==> src/rtl/blink_rate_decoder.sv <==
// blink_rate_decoder
// Measures the tick interval between toggles of an observed light signal and
// decodes it back to the one-hot rate code of the blinker that produced it.
// Reports a per-interval valid strobe, a lock flag after two matching
// intervals, and a one-shot loss-of-signal timeout.
module blink_rate_decoder #(
    parameter int BASE  = 4,
    parameter int TOL   = 1,
    parameter int CNT_W = 8
) (
    input  logic       clk,
    input  logic       rst,
    input  logic       light_in,
    input  logic       tick_en,
    output logic [3:0] rate_code,
    output logic       valid,
    output logic       locked,
    output logic       timeout
);

    typedef enum logic [1:0] {
        ST_IDLE    = 2'd0,
        ST_MEASURE = 2'd1,
        ST_LOCKED  = 2'd2
    } state_t;

    // Longest legal interval plus tolerance plus one: reaching it means the
    // light has stopped toggling.
    localparam logic [CNT_W-1:0] TMO     = CNT_W'((BASE << 3) + TOL + 1);
    localparam logic [CNT_W-1:0] CNT_MAX = '1;
    localparam logic [CNT_W:0]   TOL_X   = (CNT_W + 1)'(TOL);

    // Synchronizer and edge history
    logic sync1_q, sync1_d;
    logic sync2_q, sync2_d;
    logic prev_q,  prev_d;
    logic edge_det;

    // Interval counter
    logic [CNT_W-1:0] cnt_q, cnt_d;
    logic [CNT_W:0]   interval_ext;

    // Classifier
    logic [3:0] match;
    logic [3:0] cls_code;

    // Decoder state and registered outputs
    state_t     state_q, state_d;
    logic [3:0] code_q, code_d;
    logic [3:0] rate_code_q, rate_code_d;
    logic       valid_q, valid_d;
    logic       locked_q, locked_d;
    logic       timeout_q, timeout_d;

    // Synchronizer next values; prev lags sync2 by one cycle so that any
    // transition of the synchronized light shows up as a one-cycle edge.
    always_comb begin
        sync1_d = light_in;
        sync2_d = sync1_q;
        prev_d  = sync2_q;
    end

    assign edge_det = sync2_q ^ prev_q;

    // Synchronizer and edge-history registers
    always_ff @(posedge clk or negedge rst) begin
        if (!rst) begin
            sync1_q <= 1'b0;
            sync2_q <= 1'b0;
            prev_q  <= 1'b0;
        end else begin
            sync1_q <= sync1_d;
            sync2_q <= sync2_d;
            prev_q  <= prev_d;
        end
    end

    // Interval counter: restarts on every edge (counting the edge cycle's own
    // tick if present), otherwise counts ticks and sticks at all-ones.
    always_comb begin
        cnt_d = cnt_q;
        if (edge_det) begin
            cnt_d = tick_en ? CNT_W'(1) : '0;
        end else if (tick_en && (cnt_q != CNT_MAX)) begin
            cnt_d = cnt_q + CNT_W'(1);
        end
    end

    // Interval counter register
    always_ff @(posedge clk or negedge rst) begin
        if (!rst) begin
            cnt_q <= '0;
        end else begin
            cnt_q <= cnt_d;
        end
    end

    // One extra bit of headroom so the distance to each nominal interval is
    // computed without wraparound in either direction.
    assign interval_ext = {1'b0, cnt_q};

    genvar gi;
    generate
        for (gi = 0; gi < 4; gi++) begin : g_match
            localparam logic [CNT_W:0] NOM = (CNT_W + 1)'(BASE << gi);
            assign match[gi] = (interval_ext >= NOM) ? ((interval_ext - NOM) <= TOL_X)
                                                     : ((NOM - interval_ext) <= TOL_X);
        end
    endgenerate

    // Lowest matching rate wins; no match decodes as the unknown code.
    always_comb begin
        cls_code = 4'b0000;
        if (match[0]) begin
            cls_code = 4'b0001;
        end else if (match[1]) begin
            cls_code = 4'b0010;
        end else if (match[2]) begin
            cls_code = 4'b0100;
        end else if (match[3]) begin
            cls_code = 4'b1000;
        end
    end

    // Decoder FSM next state and outputs. An edge always takes precedence over
    // the timeout, so a toggle landing exactly at the limit is still classified.
    always_comb begin
        state_d     = state_q;
        code_d      = code_q;
        rate_code_d = rate_code_q;
        locked_d    = locked_q;
        valid_d     = 1'b0;
        timeout_d   = 1'b0;
        case (state_q)
            ST_IDLE: begin
                // First edge only establishes the reference point.
                if (edge_det) begin
                    state_d = ST_MEASURE;
                end
            end
            ST_MEASURE: begin
                if (edge_det) begin
                    valid_d     = 1'b1;
                    rate_code_d = cls_code;
                    code_d      = cls_code;
                    if ((cls_code != 4'b0000) && (cls_code == code_q)) begin
                        state_d  = ST_LOCKED;
                        locked_d = 1'b1;
                    end else begin
                        locked_d = 1'b0;
                    end
                end else if (cnt_q >= TMO) begin
                    state_d     = ST_IDLE;
                    timeout_d   = 1'b1;
                    rate_code_d = 4'b0000;
                    code_d      = 4'b0000;
                    locked_d    = 1'b0;
                end
            end
            ST_LOCKED: begin
                if (edge_det) begin
                    valid_d     = 1'b1;
                    rate_code_d = cls_code;
                    code_d      = cls_code;
                    if ((cls_code == 4'b0000) || (cls_code != code_q)) begin
                        state_d  = ST_MEASURE;
                        locked_d = 1'b0;
                    end
                end else if (cnt_q >= TMO) begin
                    state_d     = ST_IDLE;
                    timeout_d   = 1'b1;
                    rate_code_d = 4'b0000;
                    code_d      = 4'b0000;
                    locked_d    = 1'b0;
                end
            end
            default: begin
                state_d = ST_IDLE;
            end
        endcase
    end

    // Decoder state and registered output flops
    always_ff @(posedge clk or negedge rst) begin
        if (!rst) begin
            state_q     <= ST_IDLE;
            code_q      <= 4'b0000;
            rate_code_q <= 4'b0000;
            valid_q     <= 1'b0;
            locked_q    <= 1'b0;
            timeout_q   <= 1'b0;
        end else begin
            state_q     <= state_d;
            code_q      <= code_d;
            rate_code_q <= rate_code_d;
            valid_q     <= valid_d;
            locked_q    <= locked_d;
            timeout_q   <= timeout_d;
        end
    end

    assign rate_code = rate_code_q;
    assign valid     = valid_q;
    assign locked    = locked_q;
    assign timeout   = timeout_q;

endmodule

==> config.mk <==
export PLATFORM = sky130hd
export DESIGN_NAME = blink_rate_decoder
export DESIGN_NICKNAME = d
export VERILOG_FILES = /design/src/rtl/blink_rate_decoder.sv
export SDC_FILE = /design/constraint.sdc
export NUM_CORES = 1
export LEC_CHECK = 0
export ABC_AREA = 1
export CAP_MARGIN = 20
export CORE_MARGIN = 3
export CORE_UTILIZATION = 55
export CTS_BUF_LIST = sky130_fd_sc_hd__clkbuf_16
export CTS_CLUSTER_SIZE = 16
export DETAILED_ROUTE_END_ITERATION = 8
export PLACE_DENSITY = 0.74
export SYNTH_ARGS = -nofsm -noshare
export SYNTH_HDL_FRONTEND = slang
export SYNTH_SLANG_ARGS = --single-unit
==> constraint.sdc <==
create_clock -name clk -period 3.3 [get_ports clk]
set_input_delay 0.33 -clock clk [delete_from_list [all_inputs] [get_ports clk]]
set_output_delay 0.33 -clock clk [all_outputs]
set_load 0.01 [all_outputs]
======== Word-level counts from Yosys, hierarchy flattened ========
Index checks and enable logic that the tools add are counted.
word-level totals
  bits in registers ....................... 20
  bits in latches ......................... 0
  memory bits (writable) .................. 0
  memory bits (read-only) ................. 0
  input bits .............................. 4
  output and inout bits ................... 7
  memories kept ........................... 0
operators by class
  $add $sub $neg .......................... 9
  $mul .................................... 0
  divide/modulo/power cells ............... 0
  $lt $le $gt $ge ......................... 13
  eq/ne operators ......................... 8
  shift-type cells ........................ 0
  mux-type cells .......................... 31
  bitwise gates (word level) .............. 1
  reduce and logical (&&, ||, !) cells .... 13
operators with widths
  cell                                                                              number
  9-bit by 1-bit less-or-equal comparator with 1-bit output, second input constant  8
  4-bit two-way mux                                                                 6
  8-bit by 6-bit >= comparator with 1-bit output, second input constant             2
  8-bit two-way mux                                                                 2
  1-bit two-way mux                                                                 15
  2-bit two-way mux                                                                 6
  3-bit by 8-bit subtractor with 9-bit output, first input constant                 1
  4-bit by 8-bit subtractor with 9-bit output, first input constant                 1
  5-bit by 8-bit subtractor with 9-bit output, first input constant                 1
  6-bit by 8-bit subtractor with 9-bit output, first input constant                 1
  8-bit by 3-bit subtractor with 9-bit output, second input constant                1
  8-bit by 4-bit subtractor with 9-bit output, second input constant                1
  8-bit by 5-bit subtractor with 9-bit output, second input constant                1
  8-bit by 6-bit subtractor with 9-bit output, second input constant                1
  8-bit by 1-bit adder with 8-bit output, second input constant                     1
  8-bit by 3-bit >= comparator with 1-bit output, second input constant             1
  8-bit by 4-bit >= comparator with 1-bit output, second input constant             1
  8-bit by 5-bit >= comparator with 1-bit output, second input constant             1
  8-bit != test, second input constant                                              1
  3-bit != test, second input constant                                              2
  2-bit case mux with 3 select lines                                                1
  2-bit nonzero test                                                                3
  4-bit == test                                                                     1
  4-bit logical NOT                                                                 1
  other kinds (13)                                                                  15

======== Longest topological paths before layout ========
Gate-level depths: netlist of run 1.
  word-level depth ........................ 12
  mapped depth ............................ 21

======== Least setup slack after synthesis of run 1 ========
No wires, ideal clock.
  kind .................................... register -> register
  start point ............................. reg cnt_q[5]
  end point ............................... reg state_q[1]
  setup time .............................. 117 ps
  arrival time ............................ 2,511 ps
  path slack .............................. 672 ps
  stages on the path, launching flop included .. 18
  cells stage by stage .................... dfrtp_1 buf_2 inv_1 ha_1 ha_1 inv_1 nor3_1 nand3_1 nor2_1 nand2_1 a21oi_1 a21oi_1 nor2_2 nand2_1 nand2_2 nand3_2 nand2_1 nand2_1
on the way
  cells in the longest elaborated chain, start to end .. 11
  elaborated cells between the ends (all ways) .. 42
  those cells by class .................... 8 x add/sub; 13 x order compare; 4 x eq/ne; 12 x mux; 5 x reduce/logical
RTL lines
  item                                                                                                               RTL line  RTL
  from (decl)                                                                                                        40        logic [CNT_W-1:0] cnt_q, cnt_d;
  from (signal assigned)                                                                                             94        cnt_q <= cnt_d;
  6-bit by 8-bit subtractor with 9-bit output / 8-bit by 6-bit subtractor with 9-bit output (equally long branches)  107, 106
  9-bit by 1-bit less-or-equal comparator with 1-bit output, on equally long branches                                107, 106
  1-bit two-way mux                                                                                                  106       assign match[gi] = (interval_ext >= NOM) ? ((interval_ext - NOM) <= TOL_X)
  4-bit two-way mux                                                                                                  120       end else if (match[3]) begin
  4-bit two-way mux                                                                                                  118       end else if (match[2]) begin
  4-bit two-way mux                                                                                                  116       end else if (match[1]) begin
  4-bit two-way mux                                                                                                  114       if (match[0]) begin
  4-bit != test (tied with other cells)                                                                              165       if ((cls_code == 4'b0000) || (cls_code != code_q)) begin
  1-bit logical OR / 1-bit logical AND (equally long branches)                                                       165, 146
  3-bit != test (no line)                                                                                            -
  3-bit AND reduction (no line)                                                                                      -
  to (signal assigned)                                                                                               193       state_q <= state_d;
  to (decl)                                                                                                          48        state_t state_q, state_d;
Parallel ways exist; a longest one is shown, timed or not.
A chain may end at the register's enable or synchronous reset.

======== Worst setup path after layout of run 1 ========
  start point ............................. reg cnt_q[5]
  end point ............................... reg state_q[0]
The elaborated chain is that of the path after synthesis.

==> impl_results.md, run 1 <==
- Outcome: complete, no violations
- Worst reg2reg path startpoint: cnt_q[5]$_DFFE_PN0P_
- Total wirelength of the detailed-routed design: 6.42 mm
- Finished Cell Area: 2700 sq um
- Min-delay src: sync1_q$_DFF_PN0_
- Final critical-path required period: roughly 3.0 ns
- Maximum capacitance violations: 0
- CP Max Fanout: 10
- Global routing met1 resource utilization: 0.375
- Clock tree from TritonCTS: done
- Family with the most delay on the worst path: simple AND/OR/NAND/NOR gates
- Type of element launching the critical path: flip-flop
- Clock-pin transition on the worst setup and hold timing paths: 0.06 ns
- Reg2Reg Setup Slack: 0.33 ns
- Die span in x: 72.7 um
- Post-Layout Cell Count: ~450
- First-pass DRT Iterations: 5
- Clock network latency to the later pin of the worst-skew pair: 0.26 ns
- Worst path required time: 3.45 ns
- Final number of hold-violating endpoints: 0
- Class of the most critical setup path: flip-flop to flip-flop
- Min-delay worst type: flip-flop to flip-flop
- Sequential cell area: 500 sq um
- Minimum setup slack after placement: 0.432 ns
- Resized Gates After CTS: 0
- Critical path startpoint: cnt_q[5]$_DFFE_PN0P_
- Input/output buffers: 10
- Number of violations reported at the end of detailed-routing iteration 0: around 260
- Total placed cells including tap cells: 443
- Synthesized area per cell: around 6.4 sq um
- Post-synthesis net count: 420
- Unrepaired setup endpoints after global routing: no
- Crit-path cells: inv_1 -> ha_1 -> ha_1 -> inv_1 -> nor3_1 -> nand3_1 -> nor2_1 -> nand2_1 -> a21oi_1 -> a21oi_1 -> nor2_2 -> nand4_2 -> nand4_1 -> nand2_1
- Number of antenna diodes: 0
- Count of pins over their slew limit: 0
- Initial antenna violation count: 0
- Number of clock buffers inserted by TritonCTS: 3
- IO Pins: 11
- Tcrit/Tclk final: 0.899
- Clock buffer depth: 2
- Setup total negative slack: 0 ns
- Hold-critical path endpoint: prev_d$_DFF_PN0_
- Die ar.: 5280 sq um
- Transition time at the pin with the least slew margin: 0.948 ns
- Die outline height: 72.7 um
- Element type at the critical path end: flip-flop
- Met2 Use GR: 0.436
- Dpl cell area: about 2600 sq um
- Count of cells along the worst register-to-register path: 14
- Ratio of cells with drive above 1 in the final layout: 0.0932
- Worst Skew: around 0.0011 ns
- Yosys warns: 0
- Buffers inserted by post-CTS timing repair: 0
- Total routing usage reported by global routing: 0.269
- Relative slew slack: 0.366
- Site Rows: 23
- Grt met3 use: 0.0372
- Cells on Worst Hold Path: 0
- Gate count after technology mapping: 384
- Initial cell density of the core: 0.590
- Detail Route Antenna Nets: 0
- Data arrival time of the critical path: 3.11 ns
- Portion of the post-synthesis area used by sequential elements: 0.205
- PD cells: 400 nW/um^2
- Vias in the first global route: ~2400
- Global-route wire length before repair: around 11 mm
- Vias/cell: 5.53
- Count of distinct cell types in the synthesized netlist: 37
- CTS H-tree lvls: 1
- Register bit count reported by yosys: 20
- Cell area after technology mapping: 2450 sq um
- Number of clock sinks seen by CTS: 20
- Maximum cell stage delay along the critical path: 0.37 ns
- Combined buffer and inverter count along the critical path: 2
- Critical path's slowest cell: dfrtp_1
- Busiest metal layer after global routing: met2
- Wire length per cell: 14.4 um
- R2R Path End: state_q[0]$_DFFE_PN0P_
- Number of nets in the layout: 434
- Count of hold-fix buffers inserted at cts: 0
- Footprint of the multi-input gates: 1700 sq um
- Maximum number of pins on one net before global-route repair: 21
- Max Freq: about 340 MHz
- Global placement routability congestion: around 0.96
- Clock root buffer: clkbuf_16
- HPWL after DPL: approximately 5.0 mm
- Remaining global-route overflow: 0
- Maximum vdd drop: between 0.0003 and 0.0004 V
- Via total after detailed routing: 2472
- Final Worst Setup Slack: about 0.33 ns
- CP Depth: 14
- Relative area change from synthesis to final layout: 10.4%
- Core area: 4140 sq um
- Number of fill cells: 381
- Final setup violation count: 0
- Static leakage power: roughly 1.5 nW
- Number of design rule violations left after detail routing: 0
-- cell type report --
class	count	share of cell area
Timing Repair Buffer	16	0.0538
Multi-Input combinational cell	309	0.630
Tap cell	50	0.0232
Clock buffer	3	0.0278
Inverter	48	0.0686
Clock inverter	1	0.0111
Sequential cell	20	0.185
-- cells by family (layout without fill, tap and decap cells) --
group,Yosys count,count (layout),synth area share
flip-flops,20,20,0.205
XOR/XNOR,5,5,0.0179
AND/OR/NAND/NOR,233,233,0.424
buffers and inverters,55,68,0.0997
AO/OA/AOI/OAI,39,39,0.0900
adder cells (fa/ha/maj),32,32,0.164
-- per-stage QoR --
step                      total power [W]  utilization  hold WS [ns]
after floorplan                  0.000610            -        0.0344
after global placement           0.000729        0.626         0.352
after detailed placement         0.000735        0.626         0.337
after CTS                         0.00108        0.652         0.363
after global routing              0.00116        0.652         0.378
final                             0.00108        0.652         0.360
-- synth_stat cells (all sizes together) --
master / number / area share
a21oi: 12 / 0.025
o22ai: 2 / 0.0051
inv: 47 / 0.074
o21bai: 2 / 0.0061
ha: 32 / 0.16
nand2: 127 / 0.20
nor3: 5 / 0.010
nand4: 6 / 0.018
nor2: 51 / 0.095
o21ai: 17 / 0.036
clkinv: 1 / 0.0015
nand3b: 1 / 0.0031
dfrtp: 20 / 0.20
xor2: 3 / 0.011
and3: 1 / 0.0026
xnor2: 2 / 0.0072
nand2b: 1 / 0.0026
or2: 1 / 0.0026
a31oi: 2 / 0.0051
a21boi: 2 / 0.0061
nand3: 40 / 0.086
buf: 7 / 0.024
a211oi: 1 / 0.0031
o32ai: 1 / 0.0036
-- per-layer routing --
metal  part of all wire  vias to the layer above
met1               0.45                     1119
li1                   -                     1244
met2               0.46                      101
met5                  0                        -
met4              0.015                        0
met3              0.077                        8
-- sequential cells by signal, summed over array words and instances, names as in the netlist --
| signal | count |
|---|---|
| valid | 1 |
| sync1_q | 1 |
| rate_code | 4 |
| cnt_q | 8 |
| locked | 1 |
| prev_q | 1 |
| timeout | 1 |
| state_q | 2 |
| prev_d | 1 |
-- cells in the final DEF (no fill, tap or decap), types with 3 or more instances in the layout --
cell type / n
nand2_1: 120
nor2_1: 42
inv_1: 41
nand3_1: 38
ha_1: 32
dfrtp_1: 20
o21ai_0: 14
a21oi_1: 12
clkdlybuf4s50_1: 10
nor2_2: 7
nand2_2: 6
buf_4: 6
nor3_1: 5
nand4_1: 5
inv_2: 4
xor2_1: 3
clkbuf_16: 3
-- power by group --
group          internal (W)  total, W  switching, W  leakage (nW)
registers          0.000282  0.000316     0.0000335         0.262
logic              0.000163  0.000424      0.000261          1.18
clock network      0.000241  0.000341     0.0000999        0.0511
-- worst max path at each step --
| stage | endpoint |
|---|---|
| after floorplan | state_q[1]$_DFFE_PN0P_ |
| after global placement | state_q[0]$_DFFE_PN0P_ |
| after detailed placement | state_q[0]$_DFFE_PN0P_ |
| after CTS | state_q[0]$_DFFE_PN0P_ |
| after global routing | state_q[1]$_DFFE_PN0P_ |
| final | state_q[0]$_DFFE_PN0P_ |
(Power assumes the default switching activity.)
==> inputs of run 2 (changes only) <==
Settings changed: CAP_MARGIN 20 to 5.
==> results of run 2 <==
No change in the layout: final DEF, timing and power equal those of run 1.
